[src/rtl/count_sched_pkg.sv]
`default_nettype none
// ============================================================================
//  Module   : count_sched_pkg
//  Purpose  : Shared definitions for the count_sched block. Holds the
//             scheduler state encoding, the default counter width and the
//             number of requesters.
//  Ports    : none (package)
//  Revision : 1.0 - initial release
// ============================================================================
package count_sched_pkg;

    localparam int c_WIDTH_DEFAULT = 4;
    localparam int c_NUM_REQ       = 2;

    // Scheduler state: IDLE, RUN and DONE only.
    typedef logic [1:0] state_t;
    localparam state_t c_ST_IDLE = 2'd0;
    localparam state_t c_ST_RUN  = 2'd1;
    localparam state_t c_ST_DONE = 2'd2;

endpackage
`default_nettype wire

[src/rtl/counter_en.sv]
`default_nettype none
// ============================================================================
//  Module   : counter_en
//  Purpose  : WIDTH-bit up-counter with synchronous clear, load-zero and
//             count enable. Clear and load-zero both force the count to 0;
//             enable advances it by one; otherwise it holds.
//  Ports    : clk         - rising-edge clock
//             rst         - synchronous active-high clear
//             i_load_zero - force count to zero on the next edge
//             i_en        - increment on the next edge
//             o_count     - registered count value
//  Revision : 1.0 - initial release
// ============================================================================
module counter_en
    import count_sched_pkg::*;
#(
    parameter int WIDTH = c_WIDTH_DEFAULT
) (
    input  logic             clk,
    input  logic             rst,
    input  logic             i_load_zero,
    input  logic             i_en,
    output logic [WIDTH-1:0] o_count
);

    logic [WIDTH-1:0] r_count;

    always_ff @(posedge clk) begin
        if (rst || i_load_zero) begin
            r_count <= '0;
        end else if (i_en) begin
            r_count <= r_count + WIDTH'(1);
        end
    end

    assign o_count = r_count;

endmodule
`default_nettype wire

[src/rtl/count_sched.sv]
`default_nettype none
// ============================================================================
//  Module   : count_sched
//  Purpose  : Two-requester round-robin scheduler that lends a shared
//             counter to the winner. The counter runs from 0 up to the
//             winner's terminal count L (latched at grant), then a one-cycle
//             DONE state reports completion before returning to IDLE.
//             Dropping the granted request during RUN aborts the grant.
//  Ports    : clock   - rising-edge clock
//             clear   - synchronous active-high reset
//             req     - per-requester request (bit i = requester i)
//             len0    - terminal count for requester 0, sampled at grant
//             len1    - terminal count for requester 1, sampled at grant
//             gnt     - one-hot grant, 0 when idle
//             Q       - shared counter value
//             busy    - high in RUN and DONE
//             done    - one-cycle completion pulse
//             done_id - index of the completing requester
//  Revision : 1.0 - initial release
// ============================================================================
module count_sched
    import count_sched_pkg::*;
#(
    parameter int WIDTH = c_WIDTH_DEFAULT
) (
    input  logic                 clock,
    input  logic                 clear,
    input  logic [c_NUM_REQ-1:0] req,
    input  logic [WIDTH-1:0]     len0,
    input  logic [WIDTH-1:0]     len1,
    output logic [c_NUM_REQ-1:0] gnt,
    output logic [WIDTH-1:0]     Q,
    output logic                 busy,
    output logic                 done,
    output logic                 done_id
);

    // After reset the pointer claims requester 1 was served last, so
    // requester 0 wins the first contested arbitration.
    localparam logic c_PTR_RESET = 1'b1;

    state_t               r_state,   w_state_nxt;
    logic [c_NUM_REQ-1:0] r_gnt,     w_gnt_nxt;
    logic [WIDTH-1:0]     r_len,     w_len_nxt;
    logic                 r_ptr,     w_ptr_nxt;      // requester granted most recently
    logic                 r_busy,    w_busy_nxt;
    logic                 r_done,    w_done_nxt;
    logic                 r_done_id, w_done_id_nxt;

    logic                 w_winner;
    logic                 w_cnt_zero;
    logic                 w_cnt_en;
    logic [WIDTH-1:0]     w_count;

    // A lone requester always wins; on contention the one not served last wins.
    assign w_winner = (req == 2'b11) ? ~r_ptr : req[1];

    always_comb begin
        w_state_nxt   = r_state;
        w_gnt_nxt     = r_gnt;
        w_len_nxt     = r_len;
        w_ptr_nxt     = r_ptr;
        w_busy_nxt    = r_busy;
        w_done_nxt    = 1'b0;
        w_done_id_nxt = r_done_id;
        w_cnt_zero    = 1'b0;
        w_cnt_en      = 1'b0;

        case (r_state)
            c_ST_IDLE: begin
                if (req != '0) begin
                    w_state_nxt = c_ST_RUN;
                    w_gnt_nxt   = w_winner ? 2'b10 : 2'b01;
                    w_len_nxt   = w_winner ? len1 : len0;
                    w_ptr_nxt   = w_winner;
                    w_busy_nxt  = 1'b1;
                    w_cnt_zero  = 1'b1;
                end
            end
            c_ST_RUN: begin
                // Abort takes precedence over reaching the terminal count.
                if (!req[r_ptr]) begin
                    w_state_nxt = c_ST_IDLE;
                    w_gnt_nxt   = '0;
                    w_busy_nxt  = 1'b0;
                    w_cnt_zero  = 1'b1;
                end else if (w_count == r_len) begin
                    // Counter holds at L; done is registered so it lines up with DONE.
                    w_state_nxt   = c_ST_DONE;
                    w_done_nxt    = 1'b1;
                    w_done_id_nxt = r_ptr;
                end else begin
                    w_cnt_en = 1'b1;
                end
            end
            c_ST_DONE: begin
                // Requests are ignored here; the counter keeps its final value.
                w_state_nxt = c_ST_IDLE;
                w_gnt_nxt   = '0;
                w_busy_nxt  = 1'b0;
            end
            default: begin
                w_state_nxt = c_ST_IDLE;
                w_gnt_nxt   = '0;
                w_busy_nxt  = 1'b0;
            end
        endcase
    end

    always_ff @(posedge clock) begin
        if (clear) begin
            r_state   <= c_ST_IDLE;
            r_gnt     <= '0;
            r_len     <= '0;
            r_ptr     <= c_PTR_RESET;
            r_busy    <= 1'b0;
            r_done    <= 1'b0;
            r_done_id <= 1'b0;
        end else begin
            r_state   <= w_state_nxt;
            r_gnt     <= w_gnt_nxt;
            r_len     <= w_len_nxt;
            r_ptr     <= w_ptr_nxt;
            r_busy    <= w_busy_nxt;
            r_done    <= w_done_nxt;
            r_done_id <= w_done_id_nxt;
        end
    end

    counter_en #(
        .WIDTH (WIDTH)
    ) u_counter (
        .clk         (clock),
        .rst         (clear),
        .i_load_zero (w_cnt_zero),
        .i_en        (w_cnt_en),
        .o_count     (w_count)
    );

    assign gnt     = r_gnt;
    assign Q       = w_count;
    assign busy    = r_busy;
    assign done    = r_done;
    assign done_id = r_done_id;

endmodule
`default_nettype wire

[config.mk]
export PLATFORM = sky130hd
export DESIGN_NAME = count_sched
export DESIGN_NICKNAME = d
export VERILOG_FILES = /design/src/rtl/count_sched_pkg.sv /design/src/rtl/counter_en.sv /design/src/rtl/count_sched.sv
export SDC_FILE = /design/constraint.sdc
export NUM_CORES = 1
export LEC_CHECK = 0
export CAP_MARGIN = 25
export CORE_UTILIZATION = 45
export CTS_BUF_LIST = sky130_fd_sc_hd__clkbuf_4
export CTS_CLUSTER_DIAMETER = 200
export CTS_CLUSTER_SIZE = 8
export DETAILED_ROUTE_END_ITERATION = 6
export PLACE_DENSITY_LB_ADDON = 0.15
export RECOVER_POWER = 50
export REMOVE_ABC_BUFFERS = 1
export SYNTH_ARGS = -nofsm -noshare
export SYNTH_HDL_FRONTEND = slang
export SYNTH_SLANG_ARGS = --single-unit
[constraint.sdc]
create_clock -name clock -period 1.4 [get_ports clock]
set_clock_uncertainty 0.05 [all_clocks]
set_input_delay 0.14 -clock clock [delete_from_list [all_inputs] [get_ports clock]]
set_output_delay 0.14 -clock clock [all_outputs]
set_load 0.05 [all_outputs]
==> metrics.csv, run 1 <==
stage,metric,value,unit
power,ir_worst_vdd,0.5265,mV
run_status,violations,negative setup slack,
clocking,cts_tree,yes,
yosys,syn_inst,90,
cells_and_area,diodes,0,
clocking,clock-sinks,16,
clocking,cts_buffers,3,
timing,fin_ws,-0.1344,ns
die,rows,15,
worst_hold_path,hold_class,input pin to register,
drt,post-route-drc-count,0,
placed_design,dpl_worst_slack,-0.4570,ns
die,dieArea,2034,um2
setup_path,critPathKind,register to register,
yosys,synth_cell_types,39,
yosys,ys_seq_area_share,38.32,%
drt,wirelength,2.216,mm
cells_and_area,drive_gt1_share,42.42,%
timing,drv_slew,0,
die,start_util,48.41,%
drt,drt_iter0_markers,12,
yosys,synth.cell_area,835.8,um2
yosys,synth_common_cells,"16 x dfxtp_1, 7 x nor2_1, 6 x nand2_1, 5 x mux2i_1",
power,leakage,0.6719,nW
global_route,grt_max_degree,12,
drt,highest_layer,met4,
timing,hold_viol,0,
clocking,clkTransAtPathRegs,0.10,ns
cells_and_area,fin_nets,147,
timing,maxSlewHeadroom,66.48,%
drt,wl_per_cell,14.11,um
timing,setup_viol,8,
setup_path,cp-end-kind,register,
drt,vias_per_cell,5.420,
placed_design,globalplace.congestion,0.8672,
drt,wl_met1,956,um
yosys,yosysMostFrequentCell,dfxtp_1,
die,coreArea,1727,um2
placed_design,port_buffers,20,
global_route,grt_use_total,22.23,%
clocking,cts_root_buf,clkbuf_4,
drt,vias,851,
yosys,synth-simple-area-share,22.16,%
yosys,yosys.area_share.adder,1.497,%
yosys,yosysWarningCount,0,
die,die_y,45.10,um
yosys,async_flop_share,0,%
setup_path,cp_max_fo,5,
yosys,yosys.area.top_type,dfxtp_1,
global_route,grt_pass1_vias,706,
timing,max_freq,651.7,MHz
clocking,clk_latency,0.30,ns
drt,wl_met3,75,um
yosys,synth_compound_area_share,21.26,%
placed_design,placed_cell_area,1290,um2
timing,rsz0062_at_grt,yes,
yosys,synthFlopType,dfxtp_1,
drt,wl_met2,1.118,mm
timing,period_minus_slack,1.534,ns
die,die_x,45.10,um
cells_and_area,fillers,105,
clocking,h-tree-depth,1,
setup_path,required,1.54,ns
setup_path,critPathLaunchType,register,
yosys,ys_ff_latch,16,
global_route,antenna_found_initial,0,
drt,antenna_left,0,
placed_design,dp_hpwl,1.593,mm
power,power_density,864.8,nW/um2
setup_path,cp.arrival,1.68,ns
yosys,synth_edf_count,0,
yosys,synth_area_per_cell,9.287,um2
yosys,synth_xor_area_share,4.192,%
timing,setup_tns,-0.5863,ns
yosys,muxShareOfSynthArea,7.335,%
yosys,netlist_top_cells_area,"dfxtp_1 38%, mux2i_1 6.0%, xor2_1 4.2%, a211oi_1 3.6%, a221oi_4 3.1%",
yosys,synth_top_family_by_area,simple AND/OR/NAND/NOR gates,
setup_path,r2r_slack,-0.13,ns
timing,period_share,109.6,%
clocking,clock_path_buffers,2,
run_status,status,"complete, but fails checks",
timing,tightest_slew,0.5020,ns
yosys,yosys.area.top_type_share,38.32,%
global_route,grt_pass1_wl,3.132,mm
cells_and_area,finalInstanceArea,1395,um2
die,pin_count,21,
clocking,cts_hold_buf,0,
drt,drt_pass1_iterations,4,
cells_and_area,area_delta_synth_final,66.92,%
flow_run,cap_viol_max_count,0,
global_route,grt_overflow,0,
-- cells in the final DEF (no fill, tap or decap), drive strengths merged, types with 4 or more instances in the layout --
cell type       n
a21oi           4
buf            29
clkdlybuf4s50   9
nor3            4
dlymetal6s2s    5
xor2            4
a211oi          4
nand2           6
dfxtp          16
mux2i           5
nor2            7
-- layer usage --
| metal | up-vias | GRT usage (%) |
|---|---|---|
| li1 | 416 | - |
| met1 | 406 | 27.34 |
| met2 | 22 | 34.78 |
| met3 | 7 | 4.000 |
| met4 | 0 | 15.76 |
| met5 | - | 0 |
-- power breakdown --
group          internal [mW]  switching, mW
registers              0.491         0.0364
logic                  0.209          0.209
clock network          0.101          0.161
-- cell families (layout without fill, tap and decap cells) --
logic type / after synthesis / after routing
and+or+nand+nor: 34 / 35
DFF: 16 / 16
buffers and inverters: 7 / 48
muxes: 6 / 6
xor gates and xnor gates: 4 / 4
AOI/OAI and AO/OA: 22 / 22
adders and majority gates: 1 / 1
-- through the flow --
| stage | power (mW) | utilization [%] | cells | hold WS (ns) |
|---|---|---|---|---|
| after floorplan | 0.7171 | - | 84 | 0.1628 |
| after global placement | 0.9110 | 74.71 | 152 | 0.4609 |
| after detailed placement | 0.9222 | 74.71 | 152 | 0.4663 |
| after CTS | 1.190 | 77.39 | 156 | 0.4101 |
| after global routing | 1.265 | 80.80 | 157 | 0.4233 |
| final | 1.206 | 80.80 | 157 | 0.3995 |
-- area by class of cell --
cell class	instances	area, um2	area share [%]
Timing Repair Buffer	44	441.7	31.66
Tap cell	25	31.28	2.242
Clock buffer	3	22.52	1.614
Inverter	1	3.754	0.2691
Multi-Input combinational cell	68	563.0	40.36
Sequential cell	16	332.8	23.86
-- state kept, by name, summed over array words and instances, names as in the netlist --
name / flops
busy: 1
done: 1
gnt: 2
done_id: 1
r_state: 2
u_counter.o_count: 4
r_ptr: 1
r_len: 4
-- what timing repair did --
action | CTS | global route
pin swaps | 4 | 5
gates cloned | 0 | 1
setup endpoints to repair | 7 | 8
setup buffers | 1 | 1
resized for setup | 13 | 14
-- worst max-delay path, cell delays in order, from the launching register on --
cell      delay [ns]
dfxtp_1         0.34
xor2_2          0.20
buf_4           0.15
nor4_2          0.44
nand4b_1        0.19
nand2_1         0.06
-- worst paths after layout --
path | start | end | depth (start not counted)
worst max-delay path | u_counter.o_count[0]$_SDFFE_PP0P_ | u_counter.o_count[1]$_SDFFE_PP0P_ | 5
worst min-delay path | req[1] | u_counter.o_count[2]$_SDFFE_PP0P_ | 5
worst max register to register | u_counter.o_count[0]$_SDFFE_PP0P_ | u_counter.o_count[1]$_SDFFE_PP0P_ | 5
worst min register to register | gnt[0]$_SDFFE_PP0P_ | gnt[0]$_SDFFE_PP0P_ | 1
No activity file was read; power rests on OpenSTA's default activity.
==> run 2, diff against run 1 <==
--- a/config.mk
+++ b/config.mk
@@ -6,11 +6,11 @@
 export NUM_CORES = 1
 export LEC_CHECK = 0
 export CAP_MARGIN = 25
-export CORE_UTILIZATION = 45
-export CTS_BUF_LIST = sky130_fd_sc_hd__clkbuf_4
+export CORE_UTILIZATION = 42
 export CTS_CLUSTER_DIAMETER = 200
 export CTS_CLUSTER_SIZE = 8
 export DETAILED_ROUTE_END_ITERATION = 6
+export GPL_TIMING_DRIVEN = 0
 export PLACE_DENSITY_LB_ADDON = 0.15
 export RECOVER_POWER = 50
 export REMOVE_ABC_BUFFERS = 1
==> metrics.csv, run 2 (synthesis gave the netlist of run 1 again) <==
stage,metric,value,unit
global_route,grt_use_total,19.92,%
worst_hold_path,hold_class,register to register,
run_status,status,"complete, but fails checks",
cells_and_area,fin_nets,140,
drt,antenna_left,0,
clocking,clock-sinks,16,
drt,post-route-drc-count,0,
timing,period_share,111.9,%
die,pin_count,21,
timing,max_freq,638.6,MHz
die,coreArea,1802,um2
setup_path,crit_slowest_cell,or4_4,
setup_path,required,1.57,ns
die,rows,15,
timing,setup_viol,6,
clocking,clkTransAtPathRegs,0.09,ns
timing,tightest_slew,0.4845,ns
drt,drt_pass1_iterations,4,
cells_and_area,final_common_cell,buf_4,
power,power_density,910.1,nW/um2
cells_and_area,area_delta_synth_final,50.60,%
placed_design,port_buffers,20,
drt,wl_per_cell,13.65,um
global_route,grt_pass1_wl,3.042,mm
global_route,antenna_found_initial,0,
setup_path,crit_path_max_incr_delay,0.48,ns
clocking,cts_tree,yes,
global_route,grt_pass1_vias,699,
die,die_x,46.61,um
power,ir_worst_vdd,0.5560,mV
setup_path,critPathLaunchType,register,
clocking,cts_buffers,3,
timing,rsz0062_at_grt,yes,
setup_path,path_cells,xor2_1 -> nor4_2 -> buf_4 -> or4_4 -> a21boi_2,
clocking,clock_path_buffers,2,
run_status,violations,negative setup slack,
setup_path,cpLargestDelayFamily,simple AND/OR/NAND/NOR gates,
global_route,grt_max_degree,10,
flow_run,cap_viol_max_count,0,
drt,drt_iter0_markers,9,
timing,maxSlewHeadroom,67.83,%
setup_path,cp-end-kind,register,
setup_path,cp_max_fo,5,
placed_design,globalplace.congestion,0.7694,
power,leakage,0.5735,nW
drt,vias_per_cell,5.360,
timing,period_minus_slack,1.566,ns
cells_and_area,drive_gt1_share,42.40,%
die,die_y,46.61,um
timing,hold_viol,0,
drt,vias,804,
timing,fin_ws,-0.1660,ns
cells_and_area,final_util,69.86,%
clocking,h-tree-depth,1,
placed_design,dp_hpwl,1.139,mm
die,start_util,46.39,%
timing,hold_slack,0.4084,ns
die,dieArea,2172,um2
cells_and_area,fillers,140,
cells_and_area,layout_common_cells,"16 x buf_4, 9 x clkdlybuf4s50_1, 6 x nor2_1, 6 x dlygate4sd2_1, 6 x dfxtp_2",
cells_and_area,diodes,0,
clocking,cts_root_buf,clkbuf_4,
setup_path,cp_num_buf_inv,1,
global_route,grt_overflow,0,
setup_path,critPathKind,register to register,
drt,wirelength,2.048,mm
setup_path,cp.arrival,1.74,ns
clocking,clk_latency,0.28,ns
timing,drv_slew,0,
run 2: cell types whose count changed in the layout (fill, tap and decap cells not counted), sizes merged:
cell | before | now
nor4 | 2 | 1
clkdlybuf4s15 | 0 | 3
clkbuf | 3 | 5
dlygate4sd2 | 1 | 6
buf | 29 | 18
dlymetal6s2s | 5 | 0
run 2: final cells by class:
class | count | area (um2) | share of cell area, %
Clock buffer | 3 | 22.52 | 1.789
Sequential cell | 16 | 346.6 | 27.53
Inverter | 1 | 3.754 | 0.2982
Multi-Input combinational cell | 67 | 531.8 | 42.25
Tap cell | 25 | 31.28 | 2.485
Timing Repair Buffer | 38 | 322.8 | 25.65
run 2: worst paths after layout:
| kind | slack, ns | start | cells after the start | end |
|---|---|---|---|---|
| setup / recovery | -0.17 | u_counter.o_count[1]$_SDFFE_PP0P_ | 5 | u_counter.o_count[3]$_SDFFE_PP0P_ |
| hold reg to reg | 0.41 | gnt[0]$_SDFFE_PP0P_ | 1 | gnt[0]$_SDFFE_PP0P_ |
| hold / removal | 0.41 | gnt[0]$_SDFFE_PP0P_ | 1 | gnt[0]$_SDFFE_PP0P_ |
| setup reg to reg | -0.17 | u_counter.o_count[1]$_SDFFE_PP0P_ | 5 | u_counter.o_count[3]$_SDFFE_PP0P_ |
run 2: power by group:
part	total, mW	switching, mW	leakage, nW	internal (mW)
registers	0.519	0.0300	0.136	0.489
logic	0.394	0.207	0.423	0.187
clock network	0.233	0.133	0.0138	0.0998
run 2: routing by layer:
metal | global-route usage, % | up-vias | share of wire (%)
met5 | 0 | - | 0
met4 | 4.000 | 0 | 0
met3 | 7.451 | 0 | 4.4
met2 | 33.06 | 19 | 53
met1 | 24.47 | 384 | 43
li1 | - | 401 | -
run 2: per-stage QoR:
stage               instances  cell area (um2)  setup WS [ns]  power, mW  setup TNS [ns]
global route              150             1259        -0.2174      1.206          -1.102
CTS                       147             1219        -0.1001      1.112         -0.3028
finish                    150             1259        -0.1660      1.146         -0.5904
floorplan                  84            795.8        -0.8375     0.7171          -5.839
global placement          129             1027        -0.8338     0.8091          -7.276
detailed placement        130             1032        -0.5773     0.8178          -4.457
run 2: repair_timing:
item / in CTS / in global routing
hold buffers: 0 / 0
endpoints found under the setup margin: 23 / 12
resized for setup: 46 / 11
endpoints found under the hold margin: 0 / 0
pin swaps: 11 / 6
buffers inserted: 13 / 4
cloned: 1 / 0
